## src/rtl/calab3_demux_pkg.sv

```systemverilog
// Shared constants, lane-select type and counter helper for the calab3 1-to-4 demultiplexer.
package calab3_demux_pkg;

  localparam int LANES = 4;
  localparam int SEL_W = 2;
  localparam int CNT_W = 8;

  typedef logic [SEL_W-1:0] sel_t;

  // Saturating increment: a counter stuck at all-ones stays there.
  function automatic logic [CNT_W-1:0] sat_inc(input logic [CNT_W-1:0] v);
    return (v == {CNT_W{1'b1}}) ? v : v + 1'b1;
  endfunction

endpackage

```

## src/rtl/calab3_demux_lane_fifo.sv

```systemverilog
// One output lane: a DEPTH-entry FIFO with wrap-bit pointers, zero head word when empty.
module calab3_demux_lane_fifo #(
  parameter int N     = 8,
  parameter int DEPTH = 2
) (
  input  logic         clk,
  input  logic         rst_n,
  input  logic         push,
  input  logic [N-1:0] push_data,
  input  logic         pop,
  output logic         full,
  output logic         empty,
  output logic [N-1:0] head
);

  localparam int AW    = $clog2(DEPTH);
  localparam int PTR_W = AW + 1;

  logic [PTR_W-1:0]        wr_ptr_q, wr_ptr_d;
  logic [PTR_W-1:0]        rd_ptr_q, rd_ptr_d;
  logic [DEPTH-1:0][N-1:0] mem_q, mem_d;
  logic                    do_push, do_pop;

  // Extra MSB distinguishes full from empty when the index bits coincide.
  assign empty = (wr_ptr_q == rd_ptr_q);
  assign full  = (wr_ptr_q[AW-1:0] == rd_ptr_q[AW-1:0]) &&
                 (wr_ptr_q[PTR_W-1] != rd_ptr_q[PTR_W-1]);
  assign head  = empty ? '0 : mem_q[rd_ptr_q[AW-1:0]];

  assign do_push = push && !full;
  assign do_pop  = pop && !empty;

  always_comb begin
    wr_ptr_d = wr_ptr_q;
    rd_ptr_d = rd_ptr_q;
    mem_d    = mem_q;
    if (do_push) begin
      mem_d[wr_ptr_q[AW-1:0]] = push_data;
      wr_ptr_d                = wr_ptr_q + 1'b1;
    end
    if (do_pop) begin
      rd_ptr_d = rd_ptr_q + 1'b1;
    end
  end

  always_ff @(posedge clk) begin
    if (!rst_n) begin
      wr_ptr_q <= '0;
      rd_ptr_q <= '0;
      mem_q    <= '0;
    end else begin
      wr_ptr_q <= wr_ptr_d;
      rd_ptr_q <= rd_ptr_d;
      mem_q    <= mem_d;
    end
  end

endmodule

```

## src/rtl/calab3_demux4.sv

```systemverilog
// Registered 1-to-4 demultiplexer with a FIFO per output lane.
// Define CALAB3_DEMUX_STATS_EN to add saturating per-lane push counters on lane_count.
module calab3_demux4
  import calab3_demux_pkg::*;
#(
  parameter int N     = 8,
  parameter int DEPTH = 2
) (
  input  logic               clk,
  input  logic               rst_n,
  input  logic [N-1:0]       in_data,
  input  sel_t               in_sel,
  input  logic               in_valid,
  output logic               in_ready,
  output logic [LANES*N-1:0] out_data,
  output logic [LANES-1:0]   out_valid,
  input  logic [LANES-1:0]   out_ready
`ifdef CALAB3_DEMUX_STATS_EN
  ,
  output logic [LANES*CNT_W-1:0] lane_count
`endif
);

  // Handshake: a word moves on an edge where valid && ready are both high;
  // ready never depends on valid, and in_ready never looks at out_ready.
  logic [LANES-1:0]        full, empty, push, pop;
  logic [LANES-1:0][N-1:0] head;

  assign in_ready = rst_n && !full[in_sel];

  for (genvar k = 0; k < LANES; k++) begin : g_lane
    assign push[k] = in_valid && in_ready && (in_sel == sel_t'(k));
    assign pop[k]  = !empty[k] && out_ready[k];

    calab3_demux_lane_fifo #(
      .N     (N),
      .DEPTH (DEPTH)
    ) u_fifo (
      .clk       (clk),
      .rst_n     (rst_n),
      .push      (push[k]),
      .push_data (in_data),
      .pop       (pop[k]),
      .full      (full[k]),
      .empty     (empty[k]),
      .head      (head[k])
    );

    assign out_data[k*N +: N] = head[k];
    assign out_valid[k]       = !empty[k];
  end

`ifdef CALAB3_DEMUX_STATS_EN
  logic [LANES-1:0][CNT_W-1:0] cnt_q, cnt_d;

  always_comb begin
    cnt_d = cnt_q;
    for (int k = 0; k < LANES; k++) begin
      if (push[k]) cnt_d[k] = sat_inc(cnt_q[k]);
    end
  end

  always_ff @(posedge clk) begin
    if (!rst_n) cnt_q <= '0;
    else        cnt_q <= cnt_d;
  end

  assign lane_count = cnt_q;
`endif

endmodule

```

## config.mk

```make
export PLATFORM = sky130hd
export DESIGN_NAME = calab3_demux4
export DESIGN_NICKNAME = d
export VERILOG_FILES = /design/src/rtl/calab3_demux_pkg.sv /design/src/rtl/calab3_demux_lane_fifo.sv /design/src/rtl/calab3_demux4.sv
export SDC_FILE = /design/constraint.sdc
export NUM_CORES = 1
export LEC_CHECK = 0
export ABC_AREA = 1
export CAP_MARGIN = 25
export CORE_MARGIN = 2
export CORE_UTILIZATION = 25
export DETAILED_ROUTE_END_ITERATION = 7
export GPL_ROUTABILITY_DRIVEN = 0
export PLACE_DENSITY = 0.52
export SLEW_MARGIN = 0
export SYNTH_ARGS = -nofsm -noshare
export SYNTH_HDL_FRONTEND = slang
export SYNTH_SLANG_ARGS = --single-unit
```

## constraint.sdc

```tcl
create_clock -name clk -period 1.8 [get_ports clk]
set_input_delay 0.36 -clock clk [delete_from_list [all_inputs] [get_ports clk]]
set_output_delay 0.36 -clock clk [all_outputs]
set_load 0.02 [all_outputs]
```

==> results_dict.tcl <==
set metrics [dict create \
    die_width_um 132 \
    final_cells 961 \
    synth_area_leader_cell "dfxtp_1" \
    clk_pin_slew_ns 0.06 \
    fin_util_pct 35.6 \
    num_rows 46 \
    seq_area_frac_synth_pct 39.4 \
    critPathBufInv 3 \
    cp_top_family "simple AND/OR/NAND/NOR gates" \
    syn_area_um2 4070 \
    initial_utilization_pct 25.6 \
    viasPerCell 4.00 \
    report.final.slew_viol_count 0 \
    p_leak_nw 2.83 \
    synth_cell_types 24 \
    nNetsFinal 758 \
    synth_nets 666 \
    layout_common_cells "184 x nor2_1, 145 x nand2_1, 78 x inv_1" \
    portBuffers 53 \
    drt-pass1-iter-count 4 \
    die_y_um 132 \
    worst_slew_pin_slew_ns 0.461 \
    finalSetupViolCount 0 \
    ant_nets 0 \
    drtIter0Drc 232 \
    rsz0062_at_grt "true" \
    avgSynthCellArea_um2 6.26 \
    cts.sinks 80 \
    dp_slack_ns -0.508 \
    antenna_found_initial 0 \
    crit_type "reg2out" \
    critPathArrivalTime_ns 1.42 \
    totalWireLength_um 10800 \
    io_pins 54 \
    track_usage_pct 12.6 \
    wl_per_cell_um 11.3 \
    dieArea_um2 17300 \
    dp.cells 937 \
    cts_made_buffers 9 \
    fmax_mhz 562 \
    ys_warn_count 0 \
    first_global_vias 3518 \
    final_common_cell "nor2_1" \
    htree_levels 3 \
    hold_class "reg2reg" \
    grt_pass1_wl_um 17500 \
    crit_chain "inv_2 > nand2_2 > nand2_2 > buf_6 > nand3_4 > nand3_4 > nor2_8 > buf_6" \
    report.final.hold_viol_count 0 \
    crit_path_start_kind "flop" \
    end_kind "primary output" \
    synth_top_area_share_pct 39.4 \
    syn2layout_area_growth_pct 39.0 \
    route.detailed.drc 0 \
    maxCapViolCount 0 \
    cts_root_buffer "clkbuf_16" \
    grt_max_degree 76 \
    antenna_cells 0 \
    synth_cells 649 \
    worst_ir_drop_vdd_uv 397 \
    ys_seq_elements 80 \
    critPathMaxFanout 3 \
    worstSkewPairLatency_ns 0.34 \
    min_period_over_period_pct 98.9 \
    finClkSkew_ns 0.00493 \
    relSlewSlack_pct 69.2 \
    cts_tree "built" \
    min_period_ns 1.78 \
    crit_required_ns 1.44 \
    slowest_stage "dfxtp_2" \
    synthTopCellsByArea "dfxtp_1 39%, nor2_1 18%, nand2_1 15%, inv_1 7.8%, a21oi_1 5.7%" \
    post_route_cells_drive_above_1_share_pct 26.6 \
    grt_overflow_total 0 \
    max_stage_delay_ns 0.34 \
    status "finished clean" \
    fin_ws_ns 0.0193 \
    num_vias 3844 \
    clock_path_buffers 2 \
    cellPowerDensity_nw_per_um2 728 \
    dpl.hpwl_um 6980 \
    coreArea_um2 15900 \
    finalPower_mw 4.11 \
]
-- path summary, 6_finish.rpt --
| check | startpoint | end | depth (start not counted) | slack, ns |
|---|---|---|---|---|
| setup / recovery | g_lane[2].u_fifo.rd_ptr_q[0]$_SDFFE_PN0P_ | in_ready | 8 | 0.02 |
| hold / removal | g_lane[1].u_fifo.rd_ptr_q[1]$_SDFFE_PN0P_ | g_lane[1].u_fifo.rd_ptr_q[1]$_SDFFE_PN0P_ | 2 | 0.47 |
| setup reg to reg | g_lane[2].u_fifo.rd_ptr_q[0]$_SDFFE_PN0P_ | g_lane[2].u_fifo.mem_q[1]$_SDFFE_PN0P_ | 14 | 0.08 |
| hold reg to reg | g_lane[1].u_fifo.rd_ptr_q[1]$_SDFFE_PN0P_ | g_lane[1].u_fifo.rd_ptr_q[1]$_SDFFE_PN0P_ | 2 | 0.47 |
-- logic make-up after synthesis --
logic type / after synthesis / share of synthesized area, %
buffers and inverters: 126 / 13.4
and+or+nand+nor: 385 / 39.5
DFF: 80 / 39.4
xor gates and xnor gates: 6 / 1.29
AOI/OAI and AO/OA: 52 / 6.40
-- final cells by class --
type                    count  area (µm²)
clock inverters             3        17.5
flip-flops and latches     80        1620
multi-input cells         443        2090
repair buffers            115        1050
inverters                  92         353
well taps                 216         270
clock buffers              12         256
fillers                  1731       10200
-- through the flow --
step           setup TNS, ns  hold WS, ns  cell area (µm²)
2_1_floorplan              0        0.451             4070
3_3_place_gp          -27.34        0.465             5150
3_5_place_dp          -30.80        0.469             5150
4_1_cts              -0.0355        0.471             5370
5_1_grt               -0.243        0.508             5650
6_report                   0        0.469             5650
-- power breakdown --
part / total, mW / switching (mW) / internal, mW
clock: 1.70 / 0.707 / 0.997
sequential: 1.83 / 0.0187 / 1.81
combinational: 0.577 / 0.345 / 0.232
total: 4.11 / 1.07 / 3.04
-- Yosys cell counts --
cell type,count
dfxtp_1,80
nor2_1,198
nand3_2,3
xnor2_1,2
nand2_4,1
o21ai_0,6
nand2_1,162
buf_4,4
nand4_2,5
nand3_1,6
buf_12,1
inv_2,7
nor2_2,3
buf_2,14
xor2_1,4
inv_1,85
nand4_4,3
a21oi_1,46
clkbuf_1,10
nor2_8,1
nand4_1,2
nand2_2,1
buf_6,3
buf_1,2
-- sequential cells by signal (all words and copies together), names as in the netlist --
register	flops
g_lane.u_fifo.mem_q	64
g_lane.u_fifo.rd_ptr_q	8
g_lane.u_fifo.wr_ptr_q	8
-- per-layer routing --
metal | track usage [%] | wire length (µm) | vias up
met4 | 4.53 | 153 | 0
li1 | - | - | 2103
met1 | 17.5 | 5640 | 1681
met5 | 0 | 0 | -
met3 | 2.74 | 347 | 13
met2 | 19.3 | 4680 | 47
-- timing repair --
| action | CTS | global route |
|---|---|---|
| endpoints found under the setup margin | 93 | 98 |
| hold buffers | 0 | 0 |
| pin swaps | 6 | 5 |
| gates resized for setup | 172 | 76 |
| buffers inserted | 3 | 4 |
| gates cloned | 0 | 3 |
-- worst register-to-register path: stages (launching register included) --
cell       delay (ns)
dfxtp_2          0.34
inv_2            0.04
nand2_2          0.06
nand2_2          0.06
buf_6            0.12
nand3_4          0.07
nand3_4          0.10
nor2_8           0.16
buf_12           0.12
clkbuf_16        0.14
nand4_4          0.08
buf_12           0.17
nand2_2          0.06
nand2_1          0.05
nor2_1           0.10
Note: power is estimated with default switching activity, not from simulation.
